**src/rtl/seq_det_if.sv**
```systemverilog
// Serial bit stream handshake between a bit source (master) and the detector (slave).
interface seq_det_if;
   logic din;
   logic din_valid;
   logic din_ready;

   modport master (output din, output din_valid, input din_ready);
   modport slave  (input din, input din_valid, output din_ready);
endinterface

```
**src/rtl/seq_det_ctrl.sv**
```systemverilog
// Run controller for programmable serial pattern detection with match counting.
// Optional macro SEQ_DET_NOOVERLAP_EN: non-overlapping detection (history discarded after a match).
module seq_det_ctrl #(
   parameter int unsigned PAT_MAX = 8,
   parameter int unsigned LEN_W   = 4,
   parameter int unsigned WIN_W   = 8,
   parameter int unsigned CNT_W   = 8
) (
   input  logic               clk,
   input  logic               rst,
   seq_det_if.slave           bit_if,
   input  logic               start_i,
   input  logic [PAT_MAX-1:0] cfg_pat_i,
   input  logic [LEN_W-1:0]   cfg_len_i,
   input  logic [WIN_W-1:0]   cfg_win_i,
   output logic               busy_o,
   output logic               det_o,
   output logic [CNT_W-1:0]   match_cnt_o,
   output logic               done_o
);

   localparam int unsigned FILL_W = $clog2(PAT_MAX + 1);

   typedef enum logic [1:0] {S_IDLE, S_RUN, S_DONE} state_e;

   state_e             state_q, state_d;
   logic [PAT_MAX-1:0] pat_q, pat_d;
   logic [LEN_W-1:0]   len_q, len_d;
   logic [WIN_W-1:0]   win_q, win_d;
   logic [PAT_MAX-1:0] hist_q, hist_d;
   logic [FILL_W-1:0]  fill_q, fill_d;
   logic [WIN_W-1:0]   bitcnt_q, bitcnt_d;
   logic [CNT_W-1:0]   cnt_q, cnt_d;
   logic               det_q, det_d;
   logic               done_q, done_d;
   logic               busy_q, busy_d;
   logic               rdy_q, rdy_d;

   logic [PAT_MAX-1:0] hist_sh;
   logic [PAT_MAX-1:0] mask;
   logic [FILL_W-1:0]  fill_inc;
   logic [LEN_W-1:0]   len_clamp;
   logic               accept;
   logic               hit;

   // State and datapath registers
   always_ff @(posedge clk or negedge rst) begin
      if (!rst) begin
         state_q  <= S_IDLE;
         pat_q    <= '0;
         len_q    <= '0;
         win_q    <= '0;
         hist_q   <= '0;
         fill_q   <= '0;
         bitcnt_q <= '0;
         cnt_q    <= '0;
         det_q    <= 1'b0;
         done_q   <= 1'b0;
         busy_q   <= 1'b0;
         rdy_q    <= 1'b0;
      end else begin
         state_q  <= state_d;
         pat_q    <= pat_d;
         len_q    <= len_d;
         win_q    <= win_d;
         hist_q   <= hist_d;
         fill_q   <= fill_d;
         bitcnt_q <= bitcnt_d;
         cnt_q    <= cnt_d;
         det_q    <= det_d;
         done_q   <= done_d;
         busy_q   <= busy_d;
         rdy_q    <= rdy_d;
      end
   end

   // Next-state, match evaluation and registered-output decode
   always_comb begin
      state_d  = state_q;
      pat_d    = pat_q;
      len_d    = len_q;
      win_d    = win_q;
      hist_d   = hist_q;
      fill_d   = fill_q;
      bitcnt_d = bitcnt_q;
      cnt_d    = cnt_q;
      det_d    = 1'b0;

      if (cfg_len_i == '0) begin
         len_clamp = LEN_W'(1);
      end else if (32'(cfg_len_i) > PAT_MAX) begin
         len_clamp = LEN_W'(PAT_MAX);
      end else begin
         len_clamp = cfg_len_i;
      end

      hist_sh  = {hist_q[PAT_MAX-2:0], bit_if.din};
      fill_inc = (fill_q == FILL_W'(PAT_MAX)) ? fill_q : fill_q + 1'b1;
      for (int unsigned i = 0; i < PAT_MAX; i++) begin
         mask[i] = (i < 32'(len_q));
      end
      // Match uses the post-shift history and needs at least len bits seen
      hit    = (((hist_sh ^ pat_q) & mask) == '0) && (32'(fill_inc) >= 32'(len_q));
      accept = rdy_q && bit_if.din_valid;

      case (state_q)
         S_IDLE: begin
            if (start_i) begin
               pat_d    = cfg_pat_i;
               len_d    = len_clamp;
               win_d    = cfg_win_i;
               hist_d   = '0;
               fill_d   = '0;
               bitcnt_d = '0;
               cnt_d    = '0;
               state_d  = (cfg_win_i == '0) ? S_DONE : S_RUN;
            end
         end
         S_RUN: begin
            if (accept) begin
               hist_d   = hist_sh;
               fill_d   = fill_inc;
               bitcnt_d = bitcnt_q + 1'b1;
               if (hit) begin
                  det_d = 1'b1;
                  if (cnt_q != '1) begin
                     cnt_d = cnt_q + 1'b1;
                  end
`ifdef SEQ_DET_NOOVERLAP_EN
                  fill_d = '0;
`else
                  fill_d = fill_inc;
`endif
               end
               if (WIN_W'(bitcnt_q + 1'b1) == win_q) begin
                  state_d = S_DONE;
               end
            end
         end
         S_DONE:  state_d = S_IDLE;
         default: state_d = S_IDLE;
      endcase

      done_d = (state_d == S_DONE);
      busy_d = (state_d != S_IDLE);
      rdy_d  = (state_d == S_RUN);
   end

   assign bit_if.din_ready = rdy_q;
   assign busy_o           = busy_q;
   assign det_o            = det_q;
   assign match_cnt_o      = cnt_q;
   assign done_o           = done_q;

endmodule

```
**src/flat_wrapper.sv**
```systemverilog
// flat-port wrapper written by rule: the top's interface ports become plain ports
module seq_det_ctrl_flat 
#(
   parameter int unsigned PAT_MAX = 8,
   parameter int unsigned LEN_W   = 4,
   parameter int unsigned WIN_W   = 8,
   parameter int unsigned CNT_W   = 8
)
  (clk, rst, start_i, cfg_pat_i, cfg_len_i, cfg_win_i, busy_o, det_o, match_cnt_o, done_o, bit_if_din, bit_if_din_valid, bit_if_din_ready);
  seq_det_if bit_if_i ();
  input  logic clk;
  input  logic rst;
  input  logic start_i;
  input  logic [PAT_MAX-1:0] cfg_pat_i;
  input  logic [LEN_W-1:0] cfg_len_i;
  input  logic [WIN_W-1:0] cfg_win_i;
  output logic busy_o;
  output logic det_o;
  output logic [CNT_W-1:0] match_cnt_o;
  output logic done_o;
  input wire logic [$bits(bit_if_i.din)-1:0] bit_if_din;
  input wire logic [$bits(bit_if_i.din_valid)-1:0] bit_if_din_valid;
  output wire logic [$bits(bit_if_i.din_ready)-1:0] bit_if_din_ready;
  assign bit_if_i.din = bit_if_din;
  assign bit_if_i.din_valid = bit_if_din_valid;
  assign bit_if_din_ready = bit_if_i.din_ready;
  seq_det_ctrl #(.PAT_MAX(PAT_MAX), .LEN_W(LEN_W), .WIN_W(WIN_W), .CNT_W(CNT_W)) u_core (.clk(clk), .rst(rst), .bit_if(bit_if_i), .start_i(start_i), .cfg_pat_i(cfg_pat_i), .cfg_len_i(cfg_len_i), .cfg_win_i(cfg_win_i), .busy_o(busy_o), .det_o(det_o), .match_cnt_o(match_cnt_o), .done_o(done_o));
endmodule
```
**config.mk**
```make
export PLATFORM = sky130hd
export DESIGN_NAME = seq_det_ctrl_flat
export DESIGN_NICKNAME = d
export VERILOG_FILES = /design/src/rtl/seq_det_if.sv /design/src/rtl/seq_det_ctrl.sv /design/src/flat_wrapper.sv
export SDC_FILE = /design/constraint.sdc
export NUM_CORES = 1
export LEC_CHECK = 0
export BUFFER_PORTS_ARGS = -buffer_cell sky130_fd_sc_hd__clkbuf_2
export CAP_MARGIN = 20
export CORE_AREA = 3 3 77 79
export DETAILED_ROUTE_END_ITERATION = 6
export DIE_AREA = 0 0 80 82
export GPL_ROUTABILITY_DRIVEN = 0
export PLACE_DENSITY_LB_ADDON = 0.12
export SYNTH_ARGS = -nofsm -noshare
export SYNTH_HDL_FRONTEND = slang
export SYNTH_SLANG_ARGS = --single-unit
```
**constraint.sdc**
```tcl
create_clock -name clk -period 2.14 [get_ports clk]
set_input_delay 0.107 -clock clk [delete_from_list [all_inputs] [get_ports clk]]
set_output_delay 0.107 -clock clk [all_outputs]
set_load 0.02 [all_outputs]
```
* Word level (Yosys, flattened, before mapping)
Cells that the tools add are included.
** Storage, ports and cells
- Logic and storage cells :: 71
- Input port bits :: 25
- Output and inout bits :: 12
- Register bits :: 53
** Operators by class
- Order comparisons :: 10
- Multiplexer cells :: 23
- Reductions and logical operators :: 11
- Equality and inequality tests :: 10
- Add/sub/neg operators :: 3
- Bitwise gates (word level) :: 2
** Operator list (number)
- $mux W8 :: 5
- $pmux W8 S2 :: 2
- $mux W4 :: 5
- $add A8 B1 Y8 const B :: 2
- $logic_not A8 Y1 :: 2
- $lt A3 B4 Y1 const A :: 4
- $pmux W7 S2 :: 1
- $and A8 B8 Y8 :: 1
- $eq A8 B8 Y1 :: 1
- $lt A1 B4 Y1 const A :: 2
- $lt A2 B4 Y1 const A :: 2
- $mux W2 :: 4
- $ne A8 B8 Y1 const B :: 1
- $pmux W4 S2 :: 1
- $xor A8 B8 Y8 :: 1
- $mux W7 :: 1
- $ne A2 B1 Y1 const B :: 3
- $reduce_and A5 Y1 :: 1
- $add A4 B1 Y4 const B :: 1
- $eq A2 B1 Y1 const B :: 2
- $eq A4 B4 Y1 const B :: 1
- $ge A4 B4 Y1 :: 1
- $gt A4 B4 Y1 const B :: 1
- $logic_not A4 Y1 :: 1
- 9 further kinds :: 13

* Depth between registers and ports, before layout
- Depth after elaboration :: 7
- Gate-level depth with buffers :: 13
- Depth with buffers taken out :: 12

* Least setup slack after synthesis
OpenSTA, ideal clock, no wires.
- Path type :: flip-flop to flip-flop
- Start point :: reg u_core.fill_q[0]
- End point :: reg u_core.cnt_q[7] (netlist: u_core.match_cnt_o[7])
- Clock period less this slack :: 2.306 ns
- Data required time :: 2.062 ns
- Path buffers :: 0
- Cell stages (with the launch flop) :: 13
- Setup time :: 0.078 ns
- Path slack :: -0.166 ns
- Data arrival time :: 2.228 ns
- Cells stage by stage :: dfrtp_1 > inv_1 > ha_1 > nand2_1 > nor2_1 > xnor2_1 > ha_1 > nand2b_1 > a211oi_1 > o211ai_1 > o2111ai_1 > or4_1 > a21oi_1
** Between the ends
- Word-level cells in the longest chain between the ends :: 6
** RTL lines
- start: declaration :: line seq_det_ctrl.sv:31 : logic [FILL_W-1:0] fill_q, fill_d;
- start signal: assignment :: line seq_det_ctrl.sv:67 : fill_q <= fill_d;
- $add A4 B1 Y4 / $eq A4 B4 Y1 (equally long branches) :: line seq_det_ctrl.sv:98 : fill_inc = (fill_q == FILL_W'(PAT_MAX)) ? fill_q : fill_q + 1'b1;
- $mux W4 (*) :: line seq_det_ctrl.sv:98
- $ge A4 B4 Y1 (*) :: line seq_det_ctrl.sv:103 : hit = (((hist_sh ^ pat_q) & mask) == '0) && (32'(fill_inc) >= 32'(len_q));
- $logic_and A1 B1 Y1 (*) :: line seq_det_ctrl.sv:103
- $ne A2 B1 Y1 (no source line) (*)
- $reduce_and A5 Y1 (no source line) (*)
- end signal: assignment :: line seq_det_ctrl.sv:69 : cnt_q <= cnt_d;
- end: declaration :: line seq_det_ctrl.sv:33 : logic [CNT_W-1:0] cnt_q, cnt_d;
Every way passes the cells marked *; elsewhere a longest branch is shown, timed or not.
A chain may end at the register's enable or synchronous reset.

* Worst setup path after layout
- Start point :: reg u_core.fill_q[0]
- End point :: reg u_core.cnt_q[2] (netlist: u_core.match_cnt_o[2])
The elaborated chain is that of the path after synthesis.

==> metrics.md <==
| Metric | Value |
|---|---|
| N_diodes | `0` |
| Iter 0 DRT Violations | `107` |
| Setup crit end kind | `flop` |
| Drt via density | `~5.1` |
| Pin count of the biggest net entering global routing | `30` |
| Count of pins over their slew limit | `0` |
| Count of unique library cells instantiated by Yosys | `44` |
| Die Wd | `roughly 80 um` |
| Final setup vio count | `8` |
| Post-synth EDFFs | `0` |
| Max Buffers Root-to-Sink | `2` |
| Crit path DAT | `2660 ps` |
| P per Cell Area | `1240 nW/um^2` |
| Global-route wire length before repair | `between 9 and 10 mm` |
| Via count | `between 2k and 2.5k` |
| Rows | `27` |
| Hold Crit Class | `input port to flop` |
| Final setup margin | `-280 ps` |
| Vias in the first global route | `2149` |
| CTS tree | `done` |
| Yosys reg bits | `53` |
| Port Buffer Count | `36` |
| Status | `complete, but fails checks` |
| Synthesized area per cell | `approximately 9.2 um^2` |
| Clock Latency Late Sink | `about 310 ps` |
| DRC | `0` |
| Syn Nets | `between 300 and 400` |
| Worst EP required | `~2400 ps` |
| Max cap viols | `0` |
| CTS Buf Count | `5` |
| DIE AREA | `~6600 um^2` |
| Core Region | `~5400 um^2` |
| Initial Utilization | `49.2%` |
| Leading area contributor after synthesis | `dfrtp_1` |
| Design Power | `4.22 mW` |
| Placement-stage cell area | `around 3000 um^2` |
| Clk_skew | `6.94 ps` |
| Mean routed wirelength per cell | `about 14 um` |
| Fmax | `between 400 and 500 MHz` |
| Final hold vios | `0` |
| Synth Instances | `289` |
| Reg clk slew, reported paths | `roughly 100 ps` |
| Leak pwr | `between 1.5 and 2 nW` |
| Fin area | `3390 um^2` |
| Most common cell in the netlist | `nand2_1` |
| Layout cells sized above 1 | `about 24%` |
| CP max stage delay | `410 ps` |
| Area share of the largest cell type after synthesis | `between 40% and 50%` |
| CP Max Fanout | `6` |
| Root Buffer | `clkbuf_8` |
| H-Tree Depth | `2` |
| I/O Pins | `37` |
| Placed insts | `406` |
| Gr ovfl total | `0` |
| Routed Wire Length | `between 5 and 6 mm` |
| Initial antenna violation count | `0` |
| Antenna viol nets, final | `0` |
| Unrepaired setup endpoints after global routing | `yes` |
| Async SR Flop Fraction | `between 90% and 100%` |
| Nets | `388` |
| Die height | `a little over 80 um` |
| CP max stage cell | `dfrtp_1` |
| Global Route Usage Sum | `about 20%` |
| Fin crit share | `113%` |
| Synthesized area | `2660 um^2` |
| Sink Count | `53` |
| Final Critical Period | `2420 ps` |
| Primary FF master, synth | `dfrtp_1` |
| Syn-to-layout area delta | `27.6%` |
| Slew HR | `between 50% and 60%` |
| Fin cells | `roughly 430` |
| Critical path type | `flop to flop` |
| Synth cell count leaders | `81 x nand2_1, 53 x dfrtp_1, 28 x o21ai_0` |
| Crit path cell chain | `inv_2 -> ha_4 -> nand2_4 -> nor2_4 -> xnor2_2 -> ha_1 -> nand2b_4 -> a211oi_2 -> o211ai_1 -> o2111ai_2 -> buf_4 -> or3_1 -> a21oi_1` |
| Drt first pass iters | `4` |
| Seq/Total Area, Yosys | `between 40% and 50%` |
| Failing checks | `setup timing` |
| DP HPWL | `4.06 mm` |
| Startpoint type of the worst setup path | `flop` |
| Worst vdd ir | `around 0.00064 V` |
| Top cells by area, synth | `dfrtp_1 50%, nand2_1 11%, xnor2_1 5.6%, o21ai_0 5.3%, ha_1 3.8%` |
| Worst-Margin Slew | `between 600 and 700 ps` |
| Yosys warns | `0` |
## cell type report
cell class                 count  area (um^2)
sequential                    53         1330
fill                         474         2010
clock buffer                   5         68.8
tap                           72         90.1
clock inverter                 3         65.1
timing repair buffer          70          480
inverter                       7         26.3
multi-input combinational    218         1340
## path summary, 6_finish.rpt
kind | endpoint | depth (start not counted) | slack, ps | startpoint
min in group asynchronous | u_core.fill_q[3]$_DFFE_PN0P_ | 2 | 340 | rst
worst min-delay path | u_core.win_q[2]$_DFFE_PN0P_ | 3 | 5 | cfg_win_i[2]
max in group asynchronous | u_core.bitcnt_q[5]$_DFFE_PN0P_ | 3 | 1200 | rst
worst min register to register | u_core.win_q[3]$_DFFE_PN0P_ | 2 | 500 | u_core.win_q[3]$_DFFE_PN0P_
worst max register to register | u_core.match_cnt_o[2]$_DFFE_PN0P_ | 13 | -280 | u_core.fill_q[0]$_DFFE_PN0P_
worst max-delay path | u_core.match_cnt_o[2]$_DFFE_PN0P_ | 13 | -280 | u_core.fill_q[0]$_DFFE_PN0P_
## stage by stage
| step | setup TNS, ps | setup slack, ps | hold WS, ps | util, % |
|---|---|---|---|---|
| after floorplan | -446 | -100 | -189 | - |
| after global routing | -2680 | -402 | 15.4 | 62.8 |
| final | -1580 | -280 | 4.77 | 62.8 |
| after global placement | -1140 | -212 | 168 | 56.4 |
| after detailed placement | -1510 | -260 | 173 | 56.4 |
| after CTS | -1470 | -270 | 1.40 | 61.9 |
## registers in the layout, summed over array words and instances (netlist names), 2 cells and up
signal              flops
u_core.bitcnt_q         8
u_core.match_cnt_o      8
u_core.pat_q            8
u_core.win_q            8
u_core.hist_q           7
u_core.fill_q           4
u_core.len_q            4
u_core.state_q          2
## worst max-delay path, delay by kind of cell (launching register included)
kind / cells / cell delay, ps
AO/OA/AOI/OAI: 4 / 590
XOR/XNOR: 1 / 70
adder cells (fa/ha/maj): 2 / 410
flip-flops: 1 / 410
buffers and inverters: 2 / 300
AND/OR/NAND/NOR: 4 / 560
## power breakdown
part	switching, mW	internal (mW)
Combinational	0.893	0.891
Sequential	0.298	1.33
Clock	0.338	0.465
## cells by family after synthesis
group                    after synthesis  synth area share, %
AO/OA/AOI/OAI                         57                 13.4
XOR/XNOR                              25                 8.23
adder cells (fa/ha/maj)                8                 3.76
buffers and inverters                 18                 2.92
flip-flops                            53                 49.8
multiplexers                           1                0.376
AND/OR/NAND/NOR                      127                 21.5
## layout by cell type, fill, tap and decap left out, drive strengths merged, types with 6 or more instances in the layout
master / count
dlygate4sd3: 10
xnor2: 17
nand3: 9
nand2: 81
clkbuf: 41
o21ai: 31
ha: 8
nor2: 10
xor2: 8
inv: 7
dfrtp: 53
a21oi: 6
buf: 24
## layer usage
metal | share of wire [%] | routed length [um] | vias up | global-route usage, %
li1 | - | - | 1122 | -
met1 | 47 | 2720 | 1040 | 26.4
met2 | 49 | 2860 | 32 | 32.5
met3 | 3.1 | 179 | 4 | 3.73
met4 | 0.73 | 42 | 0 | 5.07
met5 | 0 | 0 | - | 0
## what timing repair did
item,in CTS,in global routing
hold endpoints to repair,33,0
resized for setup,10,10
setup buffers,3,1
hold buffers,10,0
endpoints found under the setup margin,8,11
pin swaps,6,5
Note: power is estimated with default switching activity, not from simulation.
